## config.mk

```make
export PLATFORM = sky130hd
export DESIGN_NAME = preg_alloc_ctrl_flat
export DESIGN_NICKNAME = d
export VERILOG_FILES = /design/src/rtl/preg_pkg.sv /design/src/rtl/preg_alloc_ctrl_if.sv /design/src/rtl/release_fifo.sv /design/src/rtl/preg_alloc_ctrl.sv /design/src/flat_wrapper.sv
export SDC_FILE = /design/constraint.sdc
export NUM_CORES = 1
export LEC_CHECK = 0
export ABC_CLOCK_PERIOD_IN_PS = 4600
export CAP_MARGIN = 20
export CORE_MARGIN = 4
export CORE_UTILIZATION = 50
export DETAILED_ROUTE_END_ITERATION = 10
export DONT_BUFFER_PORTS = 1
export GPL_TIMING_DRIVEN = 0
export SLEW_MARGIN = 20
export SYNTH_ARGS = -nofsm -noshare
export SYNTH_HDL_FRONTEND = slang
export SYNTH_HIERARCHICAL = 1
export SYNTH_SLANG_ARGS = --single-unit
```

## constraint.sdc

```tcl
create_clock -name clk -period 4.6 [get_ports clk]
set_clock_uncertainty 0.15 [all_clocks]
set_input_delay 1.15 -clock clk [delete_from_list [all_inputs] [get_ports clk]]
set_output_delay 1.15 -clock clk [all_outputs]
set_load 0.05 [all_outputs]
```

## src/rtl/preg_pkg.sv

```systemverilog
// -----------------------------------------------------------------------------
// preg_pkg
// Shared types and constants for the physical-register allocation controller.
//   PREG_W / N_PREG : tag width and number of physical registers
//   N_LANES         : number of retire and recovery lanes
//   preg_t          : one physical register tag
//   pf_state_t      : prefetch buffer occupancy state (encoding equals count)
//   count_below()   : number of set bits in v below position idx
// -----------------------------------------------------------------------------
package preg_pkg;

  localparam int PREG_W  = 6;
  localparam int N_PREG  = 32;
  localparam int N_LANES = 2;

  typedef logic [PREG_W-1:0] preg_t;

  // The encoding is the number of buffered tags, so the state doubles as pf_cnt.
  typedef enum logic [1:0] {
    PF_EMPTY = 2'd0,
    PF_ONE   = 2'd1,
    PF_TWO   = 2'd2
  } pf_state_t;

  // Used to compact the four return lanes: a lane's slot is the number of
  // valid lanes ahead of it. count_below(v, 4) gives the total.
  function automatic logic [2:0] count_below(input logic [3:0] v, input int idx);
    logic [2:0] c;
    c = '0;
    for (int k = 0; k < 4; k++) begin
      if (k < idx) c = c + 3'(v[k]);
    end
    return c;
  endfunction

endpackage

```

## src/rtl/preg_alloc_ctrl_if.sv

```systemverilog
// -----------------------------------------------------------------------------
// preg_alloc_ctrl_if
// Bundles the rename, retire, recovery and free-pool signals of the allocation
// controller.
//   slave  : the controller side (preg_alloc_ctrl)
//   master : the environment side (rename, retire, recovery, free pool)
// Rename  : alloc_valid, alloc_need -> alloc_ready, alloc_preg0/1, alloc_starved
// Retire  : ret_valid[1:0], ret_preg0/1 (always accepted)
// Recover : rec_valid[1:0], rec_preg0/1 -> rec_ready
// Pool    : pool_pop, pool_push1/2, pool_data_in1/2 <- pool_data_out, pool_empty
// -----------------------------------------------------------------------------
interface preg_alloc_ctrl_if;
  import preg_pkg::*;

  logic       alloc_valid;
  logic [1:0] alloc_need;
  logic       alloc_ready;
  preg_t      alloc_preg0;
  preg_t      alloc_preg1;
  logic       alloc_starved;

  logic [1:0] ret_valid;
  preg_t      ret_preg0;
  preg_t      ret_preg1;

  logic [1:0] rec_valid;
  preg_t      rec_preg0;
  preg_t      rec_preg1;
  logic       rec_ready;

  logic       pool_pop;
  preg_t      pool_data_out;
  logic       pool_empty;
  logic       pool_push1;
  logic       pool_push2;
  preg_t      pool_data_in1;
  preg_t      pool_data_in2;

  modport slave (
    input  alloc_valid, alloc_need,
    input  ret_valid, ret_preg0, ret_preg1,
    input  rec_valid, rec_preg0, rec_preg1,
    input  pool_data_out, pool_empty,
    output alloc_ready, alloc_preg0, alloc_preg1, alloc_starved,
    output rec_ready,
    output pool_pop, pool_push1, pool_push2, pool_data_in1, pool_data_in2
  );

  modport master (
    output alloc_valid, alloc_need,
    output ret_valid, ret_preg0, ret_preg1,
    output rec_valid, rec_preg0, rec_preg1,
    output pool_data_out, pool_empty,
    input  alloc_ready, alloc_preg0, alloc_preg1, alloc_starved,
    input  rec_ready,
    input  pool_pop, pool_push1, pool_push2, pool_data_in1, pool_data_in2
  );

endinterface

```

## src/rtl/release_fifo.sv

```systemverilog
// -----------------------------------------------------------------------------
// release_fifo
// Circular queue of returned tags: up to four writes per cycle (valid lanes
// are packed in lane order, lane 0 first) and up to two reads per cycle.
// Reads are taken whenever entries exist, because the pool always accepts.
//   clk, rst            : clock, synchronous active-high reset
//   enq_valid_i[3:0]    : lane valids, {rec1, rec0, ret1, ret0}
//   enq_data_i[4]       : lane tags, same order
//   deq1_o / deq2_o     : head / head+1 leaving this cycle
//   deq_data1_o/2_o     : their tags (0 when not leaving)
//   count_o             : registered occupancy
// -----------------------------------------------------------------------------
module release_fifo
  import preg_pkg::*;
#(
  parameter int RQ_DEPTH = 8,
  localparam int AW = $clog2(RQ_DEPTH)
) (
  input  logic        clk,
  input  logic        rst,
  input  logic [3:0]  enq_valid_i,
  input  preg_t       enq_data_i [4],
  output logic        deq1_o,
  output logic        deq2_o,
  output preg_t       deq_data1_o,
  output preg_t       deq_data2_o,
  output logic [AW:0] count_o
);

  preg_t         mem_q [RQ_DEPTH];
  logic [AW-1:0] head_q;
  logic [AW-1:0] tail_q;
  logic [AW:0]   cnt_q;

  logic [2:0]    slot [4];
  logic [2:0]    n_enq;
  logic [1:0]    n_deq;
  logic [AW-1:0] head_p1;

  for (genvar gi = 0; gi < 4; gi++) begin : g_slot
    assign slot[gi] = count_below(enq_valid_i, gi);
  end

  assign n_enq   = count_below(enq_valid_i, 4);
  assign deq1_o  = (cnt_q != '0);
  assign deq2_o  = (cnt_q >= (AW+1)'(2));
  assign n_deq   = deq2_o ? 2'd2 : {1'b0, deq1_o};
  assign head_p1 = head_q + AW'(1);

  assign deq_data1_o = deq1_o ? mem_q[head_q]  : '0;
  assign deq_data2_o = deq2_o ? mem_q[head_p1] : '0;
  assign count_o     = cnt_q;

  // Storage has no reset; occupancy and pointers alone define validity.
  always_ff @(posedge clk) begin
    if (!rst) begin
      for (int k = 0; k < 4; k++) begin
        if (enq_valid_i[k]) mem_q[tail_q + AW'(slot[k])] <= enq_data_i[k];
      end
    end
  end

  always_ff @(posedge clk) begin
    if (rst) begin
      head_q <= '0;
      tail_q <= '0;
      cnt_q  <= '0;
    end else begin
      // Recovery is throttled upstream so retire alone can never overflow.
      assert (int'(cnt_q) + int'(n_enq) - int'(n_deq) <= RQ_DEPTH);
      head_q <= head_q + AW'(n_deq);
      tail_q <= tail_q + AW'(n_enq);
      cnt_q  <= cnt_q + (AW+1)'(n_enq) - (AW+1)'(n_deq);
    end
  end

endmodule

```

## src/rtl/preg_alloc_ctrl.sv

```systemverilog
// -----------------------------------------------------------------------------
// preg_alloc_ctrl
// Sits between rename and the physical-register free pool. A two-entry
// prefetch buffer is topped up from the pool one tag per cycle so rename can
// take 0..2 tags per cycle. Retire and recovery returns are merged into a
// release queue that drains into the pool's two push lanes.
//   clk, rst : clock, synchronous active-high reset
//   bus      : preg_alloc_ctrl_if.slave (rename, retire, recovery, pool)
// Parameter RQ_DEPTH: release queue depth (power of 2, >= 4).
// -----------------------------------------------------------------------------
module preg_alloc_ctrl
  import preg_pkg::*;
#(
  parameter int RQ_DEPTH = 8,
  localparam int AW = $clog2(RQ_DEPTH)
) (
  input  logic                   clk,
  input  logic                   rst,
  preg_alloc_ctrl_if.slave       bus
);

  // ---------------- prefetch FSM and grant ----------------
  pf_state_t  state_q, state_d;
  preg_t      pf_q [2];
  preg_t      pf_d [2];
  logic [1:0] pf_cnt;
  logic [1:0] consume;
  logic [1:0] remain;
  logic [1:0] cnt_next;
  logic       pop;
  logic       ready;

  assign pf_cnt = state_q;

  always_comb begin
    state_d  = state_q;
    pf_d     = pf_q;
    pop      = 1'b0;
    ready    = 1'b0;
    consume  = 2'd0;
    remain   = 2'd0;
    cnt_next = 2'd0;

    // Pop and grant depend only on registered occupancy, never on alloc_*
    // into pop, and never on same-cycle pool data into grant.
    pop     = !rst && !bus.pool_empty && (state_q != PF_TWO);
    ready   = !rst && bus.alloc_valid && (bus.alloc_need <= pf_cnt);
    consume = ready ? bus.alloc_need : 2'd0;
    remain  = pf_cnt - consume;

    // Consume from the head first, then append the popped tag behind what is
    // left. A pop only happens with at most one entry left, so remain is 0/1.
    if (consume == 2'd1) pf_d[0] = pf_q[1];
    if (pop) pf_d[remain[0]] = bus.pool_data_out;

    cnt_next = remain + {1'b0, pop};
    unique case (cnt_next)
      2'd0:    state_d = PF_EMPTY;
      2'd1:    state_d = PF_ONE;
      default: state_d = PF_TWO;
    endcase
  end

  always_ff @(posedge clk) begin
    if (rst) begin
      state_q <= PF_EMPTY;
      pf_q[0] <= '0;
      pf_q[1] <= '0;
    end else begin
      state_q <= state_d;
      pf_q    <= pf_d;
    end
  end

  assign bus.pool_pop      = pop;
  assign bus.alloc_ready   = ready;
  assign bus.alloc_starved = bus.alloc_valid && !ready;
  assign bus.alloc_preg0   = pf_q[0];
  assign bus.alloc_preg1   = pf_q[1];

  // ---------------- release queue ----------------
  logic [AW:0] rq_cnt;
  logic        rec_ok;
  logic [3:0]  enq_valid;
  preg_t       enq_data [4];
  logic        deq1;
  logic        deq2;
  preg_t       deq_data1;
  preg_t       deq_data2;

  // With rq_cnt <= DEPTH-4 all four lanes fit even before the drain.
  assign rec_ok    = (rq_cnt <= (AW+1)'(RQ_DEPTH - 4));
  assign enq_valid = {bus.rec_valid & {N_LANES{rec_ok}}, bus.ret_valid};
  assign enq_data[0] = bus.ret_preg0;
  assign enq_data[1] = bus.ret_preg1;
  assign enq_data[2] = bus.rec_preg0;
  assign enq_data[3] = bus.rec_preg1;

  release_fifo #(.RQ_DEPTH(RQ_DEPTH)) u_release_fifo (
    .clk         (clk),
    .rst         (rst),
    .enq_valid_i (enq_valid),
    .enq_data_i  (enq_data),
    .deq1_o      (deq1),
    .deq2_o      (deq2),
    .deq_data1_o (deq_data1),
    .deq_data2_o (deq_data2),
    .count_o     (rq_cnt)
  );

  assign bus.rec_ready     = rec_ok;
  assign bus.pool_push1    = !rst && deq1;
  assign bus.pool_push2    = !rst && deq2;
  assign bus.pool_data_in1 = rst ? '0 : deq_data1;
  assign bus.pool_data_in2 = rst ? '0 : deq_data2;

endmodule
```

## src/flat_wrapper.sv

```systemverilog
// flat-port wrapper written by rule: the top's interface ports become plain ports
module preg_alloc_ctrl_flat import preg_pkg::*;
#(
  parameter int RQ_DEPTH = 8,
  localparam int AW = $clog2(RQ_DEPTH)
)
  (clk, rst, bus_alloc_valid, bus_alloc_need, bus_ret_valid, bus_ret_preg0, bus_ret_preg1, bus_rec_valid, bus_rec_preg0, bus_rec_preg1, bus_pool_data_out, bus_pool_empty, bus_alloc_ready, bus_alloc_preg0, bus_alloc_preg1, bus_alloc_starved, bus_rec_ready, bus_pool_pop, bus_pool_push1, bus_pool_push2, bus_pool_data_in1, bus_pool_data_in2);
  preg_alloc_ctrl_if bus_i ();
  input  logic clk;
  input  logic rst;
  input wire logic [$bits(bus_i.alloc_valid)-1:0] bus_alloc_valid;
  input wire logic [$bits(bus_i.alloc_need)-1:0] bus_alloc_need;
  input wire logic [$bits(bus_i.ret_valid)-1:0] bus_ret_valid;
  input wire logic [$bits(bus_i.ret_preg0)-1:0] bus_ret_preg0;
  input wire logic [$bits(bus_i.ret_preg1)-1:0] bus_ret_preg1;
  input wire logic [$bits(bus_i.rec_valid)-1:0] bus_rec_valid;
  input wire logic [$bits(bus_i.rec_preg0)-1:0] bus_rec_preg0;
  input wire logic [$bits(bus_i.rec_preg1)-1:0] bus_rec_preg1;
  input wire logic [$bits(bus_i.pool_data_out)-1:0] bus_pool_data_out;
  input wire logic [$bits(bus_i.pool_empty)-1:0] bus_pool_empty;
  output wire logic [$bits(bus_i.alloc_ready)-1:0] bus_alloc_ready;
  output wire logic [$bits(bus_i.alloc_preg0)-1:0] bus_alloc_preg0;
  output wire logic [$bits(bus_i.alloc_preg1)-1:0] bus_alloc_preg1;
  output wire logic [$bits(bus_i.alloc_starved)-1:0] bus_alloc_starved;
  output wire logic [$bits(bus_i.rec_ready)-1:0] bus_rec_ready;
  output wire logic [$bits(bus_i.pool_pop)-1:0] bus_pool_pop;
  output wire logic [$bits(bus_i.pool_push1)-1:0] bus_pool_push1;
  output wire logic [$bits(bus_i.pool_push2)-1:0] bus_pool_push2;
  output wire logic [$bits(bus_i.pool_data_in1)-1:0] bus_pool_data_in1;
  output wire logic [$bits(bus_i.pool_data_in2)-1:0] bus_pool_data_in2;
  assign bus_i.alloc_valid = bus_alloc_valid;
  assign bus_i.alloc_need = bus_alloc_need;
  assign bus_i.ret_valid = bus_ret_valid;
  assign bus_i.ret_preg0 = bus_ret_preg0;
  assign bus_i.ret_preg1 = bus_ret_preg1;
  assign bus_i.rec_valid = bus_rec_valid;
  assign bus_i.rec_preg0 = bus_rec_preg0;
  assign bus_i.rec_preg1 = bus_rec_preg1;
  assign bus_i.pool_data_out = bus_pool_data_out;
  assign bus_i.pool_empty = bus_pool_empty;
  assign bus_alloc_ready = bus_i.alloc_ready;
  assign bus_alloc_preg0 = bus_i.alloc_preg0;
  assign bus_alloc_preg1 = bus_i.alloc_preg1;
  assign bus_alloc_starved = bus_i.alloc_starved;
  assign bus_rec_ready = bus_i.rec_ready;
  assign bus_pool_pop = bus_i.pool_pop;
  assign bus_pool_push1 = bus_i.pool_push1;
  assign bus_pool_push2 = bus_i.pool_push2;
  assign bus_pool_data_in1 = bus_i.pool_data_in1;
  assign bus_pool_data_in2 = bus_i.pool_data_in2;
  preg_alloc_ctrl #(.RQ_DEPTH(RQ_DEPTH)) u_core (.clk(clk), .rst(rst), .bus(bus_i));
endmodule
```

==> flow_summary.ini <==
[status]
status = completed

[die]
die_y_um = 116
die_w_um = 116
design.core.area_mm2 = 0.0114
std_cell_rows = 39
fp.dieArea_mm2 = 0.0135
start_util_pct = 51.1
ioPinCount = 70

[cts]
clock_sinks = 72
postCtsSetupRepairBufs = 0
numCtsBuffers = 9
clockRootBuffer = clkbuf_16
postCtsResizedCells = 1
htreeDepth = 3
cts_max_path_buffers = 2
clk_transition_reported_paths_ns = 0.06
cts_tree = yes
insertion_delay_ns = 0.33
ctsHoldBuffers = 0

[critical_path]
worst_path_most_repeated_cell = fa_1
r2r_slack_ns = 0.19
crit_required_ns = 4.44
critPathMaxStageDelay_ns = 0.57
crit_chain = o21a_1, nor2_2, and2_1, fa_1, ha_1, fa_1, or3b_2, or3_1, nand3_1
path_max_fanout = 7
arrival_ns = 4.24
crit_slowest_cell = or3b_2
cp-start-kind = flop
crit_type = reg -> reg
critPathCaptureType = flop

[pwr]
power_density_mw_per_mm2 = 641
combPwrFrac_pct = 55.1
p_int_mw = 2.25
switching_share_pct = 44.9
total_leakage_power_nw = 2.06
p_sw_mw = 1.83
p_seq_share_pct = 25.8
ir_drop_uv = 576
p_clk_share_pct = 19.1

[timing]
setup-tns-final_ns = 0
post-route-period-util_pct = 95.8
rsz0062_at_grt = false
tightest_slew_ns = 0.977
relSlewSlack_pct = 34.3
fmax_ghz = 0.227
finalSetupViolations = 0
drv_slew = 0
holdWs_ns = 0.519
post-route-min-period_ns = 4.41
hold_violations = 0

[grt]
grt_pass1_wl_mm = 29.0
grt_start_max_net_pins = 13
grt_pass1_vias = 4942
grt_use_total_pct = 29.0
grt_overflow = 0
antenna_found_initial = 0

[route]
wl_per_cell_um = 24.6
drt_first_pass_iters = 9
drc = 0
ant_nets = 0
drtIter0Drc = 824
wirelength_mm = 19.3
via_per_inst = 6.79
vias = 5333

[synth]
ys_types = 52
seq_area_frac_synth_pct = 32.9
synthCells = 626
avgSynthCellArea_um2 = 9.32
synth_edf_count = 48
synthArstFlopShare_pct = 0
synth_nets = 693
yosysWarnings = 6
syn_area_mm2 = 0.00583
synth_seq_cells = 72
ys.flop_type = edfxtp_1

[place]
io_buffers = 0
gp_congestion = 0.965
hpwl_mm = 15.4

[finish]
layout-drive-gt1-share_pct = 9.03
n_antenna_cell = 0
nets = 704
area_growth_pct = 8.88

[hold_path]
hold_path.class = reg -> reg

[flow_run]
maxCapViolCount = 0
## cells in the mapped netlist (3+ instances only)
master,number,area [um2]
a211oi_1,48,360
a21oi_1,8,40.0
a311oi_1,6,52.6
and2_1,4,25.0
and3_1,5,31.3
and3b_1,4,35.0
buf_1,10,37.5
buf_2,5,25.0
clkbuf_1,31,116
dfxtp_1,24,480
edfxtp_1,48,1440
fa_1,8,160
ha_1,19,238
inv_1,20,75.1
mux2i_1,18,180
mux4_2,24,541
nand2_1,34,128
nand2b_1,6,37.5
nand3_1,26,130
nand3b_1,4,30.0
nor2_1,39,146
nor2b_1,22,138
nor3_1,55,275
nor3b_1,4,30.0
o21ai_0,67,335
o21ai_1,13,65.1
o2bb2ai_1,24,210
or3_1,12,75.1
xnor2_1,9,78.8
xor2_1,3,26.3
## metal layers
metal / track usage, % / routed length, um / vias to the layer above / part of all wire, %
met4: 8.74 / 562 / 0 / 2.9
li1: - / - / 2408 / -
met2: 45.0 / 8770 / 301 / 45
met3: 6.95 / 1740 / 55 / 9.0
met1: 40.5 / 8210 / 2569 / 43
met5: 0 / 0 / - / 0
## area by class of cell
cell class                      instances  area, um2
Fill cell                            1055       5070
Multi-Input combinational cell        487       3650
Sequential cell                        72       1920
Clock buffer                           10        229
Buffer                                 47        190
Tap cell                              143        179
Clock inverter                          6        108
Inverter                               20       75.1
## through the flow
stage,setup WS (ns),power (mW),area (um2),utilization [%],cells
after detailed placement,-0.0469,3.27,6010,52.7,769
after floorplan,0.340,2.74,5830,-,626
final,0.195,4.07,6350,55.6,785
after CTS,0.151,4.06,6350,55.6,785
after global placement,-0.00317,3.23,6010,52.7,769
after global routing,0.0204,4.32,6350,55.6,785
## worst paths after layout
check / to / start / cells after the start
worst max-delay path: u_core/u_release_fifo/mem_q[0][5] / u_core/u_release_fifo/count_o[0] / 9
worst min-delay path: u_core/u_release_fifo/count_o[0] / u_core/u_release_fifo/count_o[0] / 2
worst min register to register: u_core/u_release_fifo/count_o[0] / u_core/u_release_fifo/count_o[0] / 2
worst max register to register: u_core/u_release_fifo/mem_q[0][5] / u_core/u_release_fifo/count_o[0] / 9
## power groups by stage
stage | registers [mW] | clock network (mW) | logic (mW)
after global routing | 1.07 | 0.822 | 2.43
after floorplan | 1.02 | 0 | 1.72
after global placement | 1.06 | 0 | 2.17
after detailed placement | 1.06 | 0 | 2.21
final | 1.05 | 0.779 | 2.24
after CTS | 1.05 | 0.790 | 2.22
## flip-flops by register name, indices dropped and copies added, names as in the netlist, named ones only
name / flops
u_core/bus.alloc_preg0: 6
u_core/pf_cnt: 2
u_core/u_release_fifo/count_o: 4
u_core/u_release_fifo/head_q: 3
u_core/u_release_fifo/mem_q: 48
u_core/u_release_fifo/tail_q: 3
## worst max-delay path: cells and delay by family (launching register included)
kind                       cells  cell delay, ns
adders and majority gates      3            1.17
AOI/OAI and AO/OA              1            0.20
DFF                            1            0.34
and+or+nand+nor                5            2.18
## layout by cell type (no fill, tap or decap), types with 5 or more instances in the layout
master and instances:
a211oi_1 48, a21oi_1 8, a311oi_1 6, and3_1 5
buf_1 10, buf_2 5, clkbuf_1 32, clkbuf_16 9
dfxtp_1 24, edfxtp_1 48, fa_1 8, ha_1 19
inv_1 20, mux2i_1 18, mux4_2 24, nand2_1 34
nand2b_1 6, nand3_1 26, nor2_1 38, nor2b_1 22
nor3_1 55, o21ai_0 67, o21ai_1 13, o2bb2ai_1 24
or3_1 12, xnor2_1 9
## cell families after synthesis
family	share of synthesized area, %
buffers and inverters	4.55
multiplexers	12.4
AND/OR/NAND/NOR	21.2
AO/OA/AOI/OAI	19.3
adder cells (fa/ha/maj)	6.82
flip-flops	32.9
XOR/XNOR	2.87
No activity file was read; power rests on OpenSTA's default activity.
